**src/rtl/regfile_pkg.sv**
```systemverilog
`default_nettype none
// ============================================================================
// Module : regfile_pkg
// Brief  : Shared types and constants for the register file and its writer.
// Rev    : 1.0  initial release
// ============================================================================
package regfile_pkg;

    localparam int NUM_REGS   = 32;
    localparam int ADDR_WIDTH = 5;
    localparam int DATA_WIDTH = 32;
    localparam int ZERO_REG   = 0;

    typedef enum logic [0:0] {
        INIT = 1'b0,
        RUN  = 1'b1
    } state_t;

endpackage
`default_nettype wire

```
**src/rtl/regfile_write_arbiter_rr_arbiter2.sv**
```systemverilog
`default_nettype none
// ============================================================================
// Module : rr_arbiter2
// Brief  : Two-way round-robin arbiter; combinational grant, registered pointer.
// Rev    : 1.0  initial release
// ============================================================================
module rr_arbiter2 (
    input  logic       clk,
    input  logic       reset,
    input  logic [1:0] valid,
    output logic [1:0] grant
);

    logic r_ptr;

    always_comb begin
        grant = 2'b00;
        case (valid)
            2'b01:   grant = 2'b01;
            2'b10:   grant = 2'b10;
            2'b11:   grant = r_ptr ? 2'b10 : 2'b01;
            default: grant = 2'b00;
        endcase
    end

    // Under contention the loser becomes favoured next time.
    always_ff @(posedge clk or posedge reset) begin
        if (reset) begin
            r_ptr <= 1'b0;
        end else if (&valid) begin
            r_ptr <= ~r_ptr;
        end
    end

endmodule
`default_nettype wire

```
**src/rtl/regfile_write_arbiter.sv**
```systemverilog
`default_nettype none
// ============================================================================
// Module : regfile_write_arbiter
// Brief  : Owns the register-file write port: zero sweep after reset, then
//          round-robin sharing between two write-back requesters.
// Rev    : 1.0  initial release
// ============================================================================
module regfile_write_arbiter
    import regfile_pkg::*;
#(
    parameter int NUM_REGS      = 32,
    parameter int ADDR_WIDTH    = 5,
    parameter int DATA_WIDTH    = 32,
    parameter bit INIT_ON_RESET = 1'b1
) (
    input  logic                  clk,
    input  logic                  reset,
    input  logic                  req0Valid,
    output logic                  req0Ready,
    input  logic [ADDR_WIDTH-1:0] req0Addr,
    input  logic [DATA_WIDTH-1:0] req0Data,
    input  logic                  req1Valid,
    output logic                  req1Ready,
    input  logic [ADDR_WIDTH-1:0] req1Addr,
    input  logic [DATA_WIDTH-1:0] req1Data,
    output logic                  regWrite,
    output logic [ADDR_WIDTH-1:0] writeRegister,
    output logic [DATA_WIDTH-1:0] writeData,
    output logic                  initDone
);

    localparam int     CNT_WIDTH = (NUM_REGS > 1) ? $clog2(NUM_REGS) : 1;
    localparam state_t RST_STATE = INIT_ON_RESET ? INIT : RUN;

    state_t                r_state;
    state_t                w_state_nxt;
    logic [CNT_WIDTH-1:0]  r_cnt;
    logic                  r_reg_write;
    logic [ADDR_WIDTH-1:0] r_write_register;
    logic [DATA_WIDTH-1:0] r_write_data;
    logic                  r_init_done;

    logic [1:0]            w_valid;
    logic [1:0]            w_grant;
    logic [ADDR_WIDTH-1:0] w_addr;
    logic [DATA_WIDTH-1:0] w_data;
    logic                  w_sweep_last;

    // Requesters are invisible to the arbiter until the sweep is over.
    assign w_valid = (r_state == RUN) ? {req1Valid, req0Valid} : 2'b00;

    rr_arbiter2 u_arb (
        .clk   (clk),
        .reset (reset),
        .valid (w_valid),
        .grant (w_grant)
    );

    assign req0Ready    = w_grant[0];
    assign req1Ready    = w_grant[1];
    assign w_addr       = w_grant[1] ? req1Addr : req0Addr;
    assign w_data       = w_grant[1] ? req1Data : req0Data;
    assign w_sweep_last = (r_cnt == CNT_WIDTH'(NUM_REGS - 1));

    always_comb begin
        w_state_nxt = r_state;
        if ((r_state == INIT) && w_sweep_last) begin
            w_state_nxt = RUN;
        end
    end

    always_ff @(posedge clk or posedge reset) begin
        if (reset) begin
            r_state          <= RST_STATE;
            r_cnt            <= '0;
            r_reg_write      <= 1'b0;
            r_write_register <= '0;
            r_write_data     <= '0;
            r_init_done      <= 1'b0;
        end else begin
            r_state     <= w_state_nxt;
            r_reg_write <= 1'b0;
            if (r_state == INIT) begin
                r_reg_write      <= 1'b1;
                r_write_register <= ADDR_WIDTH'(r_cnt);
                r_write_data     <= '0;
                r_cnt            <= r_cnt + 1'b1;
            end else begin
                r_init_done <= 1'b1;
                // x0 is hardwired zero: accept the handshake, suppress the write.
                if (|w_grant) begin
                    r_reg_write      <= (w_addr != ADDR_WIDTH'(ZERO_REG));
                    r_write_register <= w_addr;
                    r_write_data     <= w_data;
                end
            end
        end
    end

    assign regWrite      = r_reg_write;
    assign writeRegister = r_write_register;
    assign writeData     = r_write_data;
    assign initDone      = r_init_done;

endmodule
`default_nettype wire

```
**config.mk**
```make
export PLATFORM = sky130hd
export DESIGN_NAME = regfile_write_arbiter
export DESIGN_NICKNAME = d
export VERILOG_FILES = /design/src/rtl/regfile_pkg.sv /design/src/rtl/regfile_write_arbiter_rr_arbiter2.sv /design/src/rtl/regfile_write_arbiter.sv
export SDC_FILE = /design/constraint.sdc
export NUM_CORES = 1
export LEC_CHECK = 0
export ABC_AREA = 1
export ABC_CLOCK_PERIOD_IN_PS = 2050
export CORE_MARGIN = 5
export CORE_UTILIZATION = 35
export DETAILED_ROUTE_END_ITERATION = 6
export HOLD_SLACK_MARGIN = 0.12
export MAX_ROUTING_LAYER = met4
export PLACE_DENSITY_LB_ADDON = 0.1
export SYNTH_ARGS = -nofsm -noshare
export SYNTH_HDL_FRONTEND = slang
export SYNTH_HIERARCHICAL = 1
export SYNTH_SLANG_ARGS = --single-unit
export TNS_END_PERCENT = 20
```
**constraint.sdc**
```tcl
create_clock -name clk -period 2.05 [get_ports clk]
set_clock_uncertainty 0.15 [all_clocks]
set_input_delay 0.3075 -clock clk [delete_from_list [all_inputs] [get_ports clk]]
set_output_delay 0.3075 -clock clk [all_outputs]
set_load 0.05 [all_outputs]
```
== Word-level counts from Yosys, hierarchy flattened ==
Cells that the tools add are included.
Word-level totals
  register bits after elaboration: 46
  input bits: 78
  logic and storage cells: 30
Operators by class
  $add $sub $neg: 1
  equality and inequality tests: 5
  mux-type cells: 11
  bitwise logic cells: 2
  reduce and logical (&&, ||, !) cells: 4
Operators with widths (number)
  32-bit two-way mux: 3
  5-bit two-way mux: 3
  2-bit case mux with 3 select lines: 1
  5-bit by 1-bit adder with 5-bit output (second input constant): 1
  5-bit equality test (second input constant): 1
  5-bit nonzero test: 1
  2-bit equality test (second input constant): 2
  2-bit two-way mux: 2
  2-bit by 1-bit equality test with 1-bit output (second input constant): 1
  1-bit two-way mux: 2
  2-bit by 1-bit inequality test with 1-bit output (second input constant): 1
  1-bit inverter: 2
  2-bit AND reduction: 1
  2-bit OR reduction: 1
  1-bit logical AND: 1

== Depth between registers and ports, before layout ==
Gate-level depths: netlist of the first run.
  depth after elaboration: 7
  depth in mapped cells: 13

== Cells and area by module ==
The synthesis of the first run kept the hierarchy.
By module, submodules not included
  regfile_write_arbiter: times used 1, cells an instance 261, area each 2344.7 µm², sequential area each 1126.1 µm²
  rr_arbiter2: times used 1, cells an instance 9, area each 63.8 µm², sequential area each 25.0 µm²

== Worst setup path after synthesis of the first run ==
No wires, ideal clock.
  path type: reg-to-reg
  start: register r_state
  end: register r_write_data[0] (netlist: writeData[0])
  library setup time: 92 ps
  data arrival time: 2477 ps
  path slack: -669 ps
  stages on the path, launching flop included: 11
  path buffers: 5
  cell sequence: dfrtp_1 -> buf_4 -> buf_4 -> nand2_1 -> inv_1 -> a21boi_1 -> buf_6 -> buf_6 -> buf_6 -> nor2_1 -> o31ai_2
Between the ends
  longest elaborated chain between the ends: 6
RTL lines
  start, declared: RTL line regfile_write_arbiter.sv:35  | state_t r_state;
  start signal, assigned: RTL line regfile_write_arbiter.sv:81  | r_state <= w_state_nxt;
  2-bit two-way mux *: RTL line regfile_write_arbiter.sv:50  | assign w_valid = (r_state == RUN) ? {req1Valid, req0Valid} : 2'b00;
  net w_valid[1]: RTL line regfile_write_arbiter.sv:43  | logic [1:0] w_valid;
  2-bit equality test / 2-bit by 1-bit equality test with 1-bit output (equally long branches): RTL line regfile_write_arbiter_rr_arbiter2.sv:18  | case (valid)
  2-bit case mux with 3 select lines *: RTL line regfile_write_arbiter_rr_arbiter2.sv:18
  net req1Ready: RTL line regfile_write_arbiter.sv:23  | output logic req1Ready,
  32-bit two-way mux: RTL line regfile_write_arbiter.sv:62  | assign w_data = w_grant[1] ? req1Data : req0Data;
  32-bit two-way mux: RTL line regfile_write_arbiter.sv:91  | if (|w_grant) begin
  32-bit two-way mux: RTL line regfile_write_arbiter.sv:83  | if (r_state == INIT) begin
  end signal, assigned: RTL line regfile_write_arbiter.sv:94  | r_write_data <= w_data;
  end, declared: RTL line regfile_write_arbiter.sv:40  | logic [DATA_WIDTH-1:0] r_write_data;
Mark *: on every way through the listed nets, which the timed path passes. The rest lies on a longest branch. The select of a mux whose other input is x is not followed.
A chain may end at the register's enable or synchronous reset.

== Worst setup path in the final report of the first run ==
  start: register r_state
  end: output req0Ready
Between the ends
  longest elaborated chain between the ends: 3
RTL lines
  2-bit two-way mux *: RTL line regfile_write_arbiter.sv:50
  net w_valid[1]: RTL line regfile_write_arbiter.sv:43
  2-bit equality test / 2-bit by 1-bit equality test with 1-bit output (equally long branches): RTL line regfile_write_arbiter_rr_arbiter2.sv:18
  2-bit case mux with 3 select lines *: RTL line regfile_write_arbiter_rr_arbiter2.sv:18
  end, declared: RTL line regfile_write_arbiter.sv:19  | output logic req0Ready,
Mark *: on every way through the listed nets, which the timed path passes. The rest lies on a longest branch.

==> results of run 1 <==
state kept, by name, summed over array words and instances, names as in the netlist:
| register | cells |
|---|---|
| initDone | 1 |
| regWrite | 1 |
| u_arb/r_ptr | 1 |
| r_state | 1 |
| writeRegister | 5 |
| r_cnt | 5 |
| writeData | 32 |
metal layers:
| layer | GRT usage | part of all wire | vias up |
|---|---|---|---|
| li1 | - | - | 1140 |
| met1 | 0.239 | 0.47 | 1120 |
| met2 | 0.259 | 0.45 | 93 |
| met3 | 0.0463 | 0.076 | 4 |
| met4 | 0.0440 | 0.0060 | 0 |
| met5 | - | 0 | - |
power by group through the flow:
stage | Clock, mW | Combinational, mW | Sequential [mW]
CTS | 0.590 | 1.55 | 1.14
global route | 0.637 | 1.61 | 1.16
floorplan | 0 | 0.416 | 1.68
global placement | 0 | 1.53 | 1.16
finish | 0.572 | 1.53 | 1.14
detailed placement | 0 | 1.54 | 1.16
cell type report:
| cell class | instances | area, µm² |
|---|---|---|
| fillers | 612 | 2870 |
| multi-input cells | 192 | 1090 |
| repair buffers | 134 | 1400 |
| inverters | 13 | 53.8 |
| clock buffers | 7 | 86.3 |
| flip-flops and latches | 46 | 1150 |
| well taps | 80 | 100 |
synth_stat cells:
| library cell | instances |
|---|---|
| nor2_1 | 72 |
| dfrtp_1 | 46 |
| nand3_1 | 39 |
| nand2_1 | 33 |
| o31ai_2 | 20 |
| inv_1 | 12 |
| o31ai_1 | 12 |
| buf_2 | 9 |
| buf_4 | 5 |
| buf_6 | 5 |
| a21boi_1 | 2 |
| ha_1 | 2 |
| o22ai_1 | 2 |
| or2_2 | 2 |
| xor2_1 | 2 |
| a21oi_1 | 1 |
| clkinv_2 | 1 |
| nand3b_1 | 1 |
| nor2_4 | 1 |
| o211ai_1 | 1 |
| o21ai_4 | 1 |
| xnor2_1 | 1 |
critical path, stage by stage, from the launching register on:
cell      delay (ns)
dfrtp_2         0.44
nand2_2         0.07
inv_2           0.03
buf_4           0.14
a21boi_4        0.21
buf_4           0.16
buf_12          0.12
timing repair:
item,in CTS,in global routing
gates resized for setup,0,1
hold buffers,1,0
hold endpoints to repair,1,0
buffers inserted,0,1
endpoints found under the setup margin,0,2
worst paths after layout:
kind | from | to
hold reg to reg | initDone | initDone
max in group asynchronous | reset | writeData[5]
min in group asynchronous | reset | u_arb/r_ptr
setup / recovery | r_state | req0Ready
hold / removal | initDone | initDone
setup reg to reg | r_state | writeData[9]
cell usage in the layout (no fill, tap or decap), types with 6 or more instances in the layout:
| cell type | n |
|---|---|
| o31ai_2 | 20 |
| dfrtp_1 | 45 |
| clkdlybuf4s50_1 | 115 |
| nor2_1 | 72 |
| buf_4 | 10 |
| clkbuf_8 | 6 |
| o31ai_1 | 12 |
| buf_12 | 8 |
| nand2_1 | 32 |
| inv_1 | 9 |
| nand3_1 | 39 |
cells by family after synthesis:
kind of cell | after synthesis
and+or+nand+nor | 148
DFF | 46
AOI/OAI and AO/OA | 39
buffers and inverters | 32
xor gates and xnor gates | 3
adders and majority gates | 2
per-stage QoR:
step                      total power, mW  TNS, ns
final                                3.25        0
after global routing                 3.41        0
after CTS                            3.28        0
after detailed placement             2.70   -0.205
after global placement               2.69        0
after floorplan                      2.09    -2.63
==> flow_summary_export.csv, run 1 <==
group,metric,value,unit
yosys,yosys.area.top_type,"dfrtp_1",
place,place_area,3780,µm²
critical_path,start_kind,"flop",
cts,numCtsBuffers,5,
critical_path,crit_arrival,1.48,ns
cts,clockBufferDepth,2,
yosys,synth-simple-area-share,0.258,
floorplanning,start_util,0.356,
power_and_ir_drop,vdd_drop_max,0.000363,V
floorplanning,die-area,8640,µm²
final_layout,post-route-util,0.575,
global_route,grt_remaining_overflow,0,
floorplanning,core_area,6760,µm²
detailed_routing,post_drt_wl_per_cell,15.6,µm
detailed_routing,first_pass_iters,4,
yosys,synth.top_cell.area_share,0.478,
place,dp_cells,463,
yosys,synth_top_family_by_area,"simple AND/OR/NAND/NOR gates",
final_layout,areaGrowthSynthToFinish,61.2,%
yosys,synth_area_per_cell,8.92,µm²
power_and_ir_drop,powerDensity,836,nW/µm²
cts,clk_pin_slew,0.09,ns
detailed_routing,drt-initial-drc-count,74,
power_and_ir_drop,clkPwrFrac,0.176,
floorplanning,die_h,93.0,µm
critical_path,crit_path_max_fanout,3,
cts,cts.sinks,46,
place,place_congestion,0.770,
cts,htreeDepth,2,
sta,fmax,0.515,GHz
floorplanning,io-pin-count,119,
yosys,syn_nets,350,
global_route,antenna_found_initial,0,
critical_path,worstSetupPathType,"flop to output pin",
critical_path,rrSetupSlack,0.27,ns
yosys,synth_area_leaders,"dfrtp_1, nor2_1, o31ai_2, nand3_1, nand2_1",
sta,slew_viol_final,0,
global_route,grt_max_degree,49,
sta,rsz0062_at_grt,"no",
yosys,synth_compound_area_frac,0.165,
sta,min_period,1.94,ns
sta,relSlewSlack,0.630,
yosys,synth-xor-area-share,0.0109,
global_route,grtUsageTotal,0.175,
sta,hold_viol,0,
power_and_ir_drop,p_comb_frac,0.473,
power_and_ir_drop,leakagePower,1.69,nW
critical_path,reg2reg_depth,9,
final_layout,nets,472,
final_layout,drive_gt1_frac,0.143,
sta,setup_slack,0.109,ns
final_layout,final_area,3880,µm²
sta,tightest_slew,0.555,ns
cts,tritoncts,"yes",
global_route,grt_pass1_vias,2296,
place,hpwl,5210,µm
detailed_routing,viasPerCell,4.99,
sta,post-route-period-util,0.947,
yosys,syn_inst,270,
worst_hold_path,hold_path_depth,1,
power_and_ir_drop,p_int,1.94,mW
floorplanning,die_w,93.0,µm
cts,insertion_delay,0.30,ns
detailed_routing,drc,0,
detailed_routing,wirelength,7360,µm
power_and_ir_drop,p_switching,1.31,mW
global_route,grt_pass1_wl,11600,µm
yosys,syn_area,2410,µm²
job,maxCapViolations,0,
final_layout,antenna_cells,0,
sta,hold_slack,0.336,ns
sta,setup_viol,0,
yosys,synth_seq_cells,46,
run_status,outcome,"complete, no violations",
final_layout,final_cells,472,
place,place_ws,-0.0349,ns
detailed_routing,dr_total_vias,2357,
critical_path,end_kind,"output pin",
yosys,yosysSeqAreaShare,0.478,
place,port_buffers,118,
cts,cts_root_buf,"clkbuf_8",
worst_hold_path,worst_hold_path_type,"flop to flop",
yosys,synthAdderAreaFrac,0.0104,
yosys,muxShareOfSynthArea,0,
power_and_ir_drop,switching_share,0.404,
detailed_routing,drtAntennaViolNets,0,
yosys,yosysWarnings,6,
power_and_ir_drop,seq_power_share,0.351,
yosys,synth_cell_types,22,
floorplanning,rows,30,
critical_path,cp.required,1.59,ns
Note: power is estimated with default switching activity, not from simulation.
==> run 2, diff against run 1 <==
--- a/config.mk
+++ b/config.mk
@@ -15,6 +15,5 @@
 export PLACE_DENSITY_LB_ADDON = 0.1
 export SYNTH_ARGS = -nofsm -noshare
 export SYNTH_HDL_FRONTEND = slang
-export SYNTH_HIERARCHICAL = 1
 export SYNTH_SLANG_ARGS = --single-unit
 export TNS_END_PERCENT = 20
==> flow_summary_export.csv, run 2 <==
group,metric,value,unit
critical_path,crit_path_max_fanout,2,
power_and_ir_drop,vdd_drop_max,0.000487,V
yosys,synth.most_common_cell,"nand2_1",
floorplanning,start_util,0.361,
place,place_ws,0.0588,ns
global_route,grt_pass1_vias,2216,
yosys,ys_async_sr_fraction,1.00,
floorplanning,die-area,7820,µm²
detailed_routing,drc,0,
global_route,antenna_found_initial,0,
job,maxCapViolations,0,
power_and_ir_drop,powerDensity,880,nW/µm²
cts,clockBufferDepth,2,
cts,cts_hold_buf,0,
critical_path,path_cells,"clkdlybuf4s50_1",
detailed_routing,first_pass_iters,4,
yosys,syn_inst,264,
sta,tightest_slew,0.527,ns
yosys,synth_cell_types,24,
floorplanning,core_area,5960,µm²
sta,hold_slack,0.208,ns
floorplanning,io-pin-count,119,
worst_hold_path,worst_hold_path_type,"input port to asynchronous set/reset pin",
detailed_routing,drtAntennaViolNets,0,
critical_path,worstSetupPathType,"flop to output pin",
place,place_congestion,0.834,
critical_path,crit_path_end,"writeData[10]",
cts,tritoncts,"yes",
sta,rsz0062_at_grt,"no",
yosys,yosysSeqAreaShare,0.535,
final_layout,areaGrowthSynthToFinish,66.6,%
sta,hold_viol,0,
critical_path,reg2reg_to,"writeData[27]",
floorplanning,die_w,88.4,µm
sta,setup_viol,0,
cts,insertion_delay,0.30,ns
critical_path,max_stage_delay,0.81,ns
critical_path,cp_num_buf_inv,1,
power_and_ir_drop,leakagePower,1.57,nW
yosys,synth.top_cell.area_share,0.535,
yosys,yosys.area.top_type,"dfrtp_1",
cts,clk_pin_slew,0.09,ns
detailed_routing,wirelength,6820,µm
yosys,synth_seq_cells,46,
cts,numCtsBuffers,5,
sta,slew_viol_final,0,
cts,htreeDepth,2,
yosys,synthTopCellsByCount,"nand2_1, dfrtp_1, nor2_1, o21ai_0, o21ai_1",
cts,cts_root_buf,"clkbuf_8",
global_route,grt_pass1_wl,10600,µm
yosys,synth_area_per_cell,8.15,µm²
cts,cts.sinks,46,
critical_path,start_kind,"flop",
floorplanning,rows,28,
critical_path,cp.required,1.59,ns
final_layout,drive_gt1_frac,0.0874,
sta,setup_slack,0.0977,ns
final_layout,post-route-util,0.602,
global_route,grtUsageTotal,0.179,
critical_path,end_kind,"output pin",
final_layout,final_common_cell,"clkdlybuf4s50_1",
critical_path,cp-startpoint,"writeData[10]",
sta,fmax,0.512,GHz
global_route,grt_max_degree,28,
final_layout,largest_reg_flops,32,
yosys,syn_area,2150,µm²
yosys,syn_nets,344,
global_route,grt_remaining_overflow,0,
cts,cts_resized,0,
critical_path,rrSetupSlack,0.45,ns
critical_path,r2r-start,"u_arb.r_ptr",
critical_path,cpMaxStageDelayCell,"clkdlybuf4s50_1",
final_layout,antenna_cells,0,
final_layout,final_cell_mix,"clkdlybuf4s50_1, nand2_1, dfrtp_1",
detailed_routing,viasPerCell,4.72,
sta,post-route-period-util,0.952,
critical_path,cp.depth,1,
yosys,synthFlopType,"dfrtp_1",
final_layout,nets,468,
yosys,yosysWarnings,0,
detailed_routing,drt-initial-drc-count,62,
yosys,synth-edff-count,0,
place,hpwl,5130,µm
critical_path,reg2reg_depth,7,
detailed_routing,dr_total_vias,2191,
critical_path,critPathTopFamily,"buffers and inverters",
run_status,outcome,"complete, no violations",
critical_path,crit_arrival,1.49,ns
sta,setup-tns-final,0,ns
sta,relSlewSlack,0.647,
place,port_buffers,118,
sta,min_period,1.95,ns
yosys,synth_area_leaders,"dfrtp_1, nand2_1, o21ai_0, o21ai_1, nor2_1",
floorplanning,die_h,88.4,µm
detailed_routing,post_drt_wl_per_cell,14.7,µm
cts,cts_setup_buffers,0,
-- run 2: cell types whose count changed after synthesis, sizes merged, moves of 2 or more --
cell    previous run  this run
a21boi             2         0
buf               19         9
clkbuf             0         4
nand2             33        65
nand3             39         7
nor2              73        42
o21ai              1        67
o22ai              2         0
o31ai             32         0
-- run 2: worst min path at each step --
stage,startpoint,endpoint,slack [ns]
6_report,reset,writeData[31],0.21
3_5_place_dp,initDone,initDone,0.30
5_1_grt,reset,writeData[31],0.23
2_1_floorplan,u_arb.r_ptr,u_arb.r_ptr,0.31
3_3_place_gp,initDone,initDone,0.30
4_1_cts,reset,writeData[31],0.21
-- run 2: per-stage QoR --
stage	cells	area, µm²	power, mW
floorplan	264	2150	1.94
global placement	456	3480	2.50
detailed placement	456	3480	2.51
CTS	464	3580	3.20
global route	464	3580	3.32
finish	464	3580	3.15
-- run 2: area by class of cell --
cell class | count | area [µm²]
well taps | 75 | 93.8
fillers | 562 | 2370
clock buffers | 5 | 68.8
repair buffers | 130 | 1300
inverters | 12 | 46.3
clock inverters | 3 | 40.0
multi-input cells | 193 | 886
flip-flops and latches | 46 | 1150
-- run 2: metal layers --
metal / wire length (µm) / track usage / vias to the layer above
met2: 3170 / 0.295 / 80
met3: 479 / 0.0279 / 7
met1: 3080 / 0.228 / 1000
li1: - / - / 1104
met5: 0 / - / -
met4: 82 / 0.0508 / 0
-- run 2: where the power goes --
group / leakage, nW / total, mW / internal, mW / switching (mW)
combinational: 0.964 / 1.35 / 0.510 / 0.840
clock: 0.0579 / 0.676 / 0.359 / 0.317
sequential: 0.544 / 1.13 / 1.05 / 0.0785
-- run 2: cell families after synthesis --
kind of cell,share of synthesized area
AOI/OAI and AO/OA,0.171
xor gates and xnor gates,0.0122
adders and majority gates,0.0116
buffers and inverters,0.0535
DFF,0.535
and+or+nand+nor,0.217
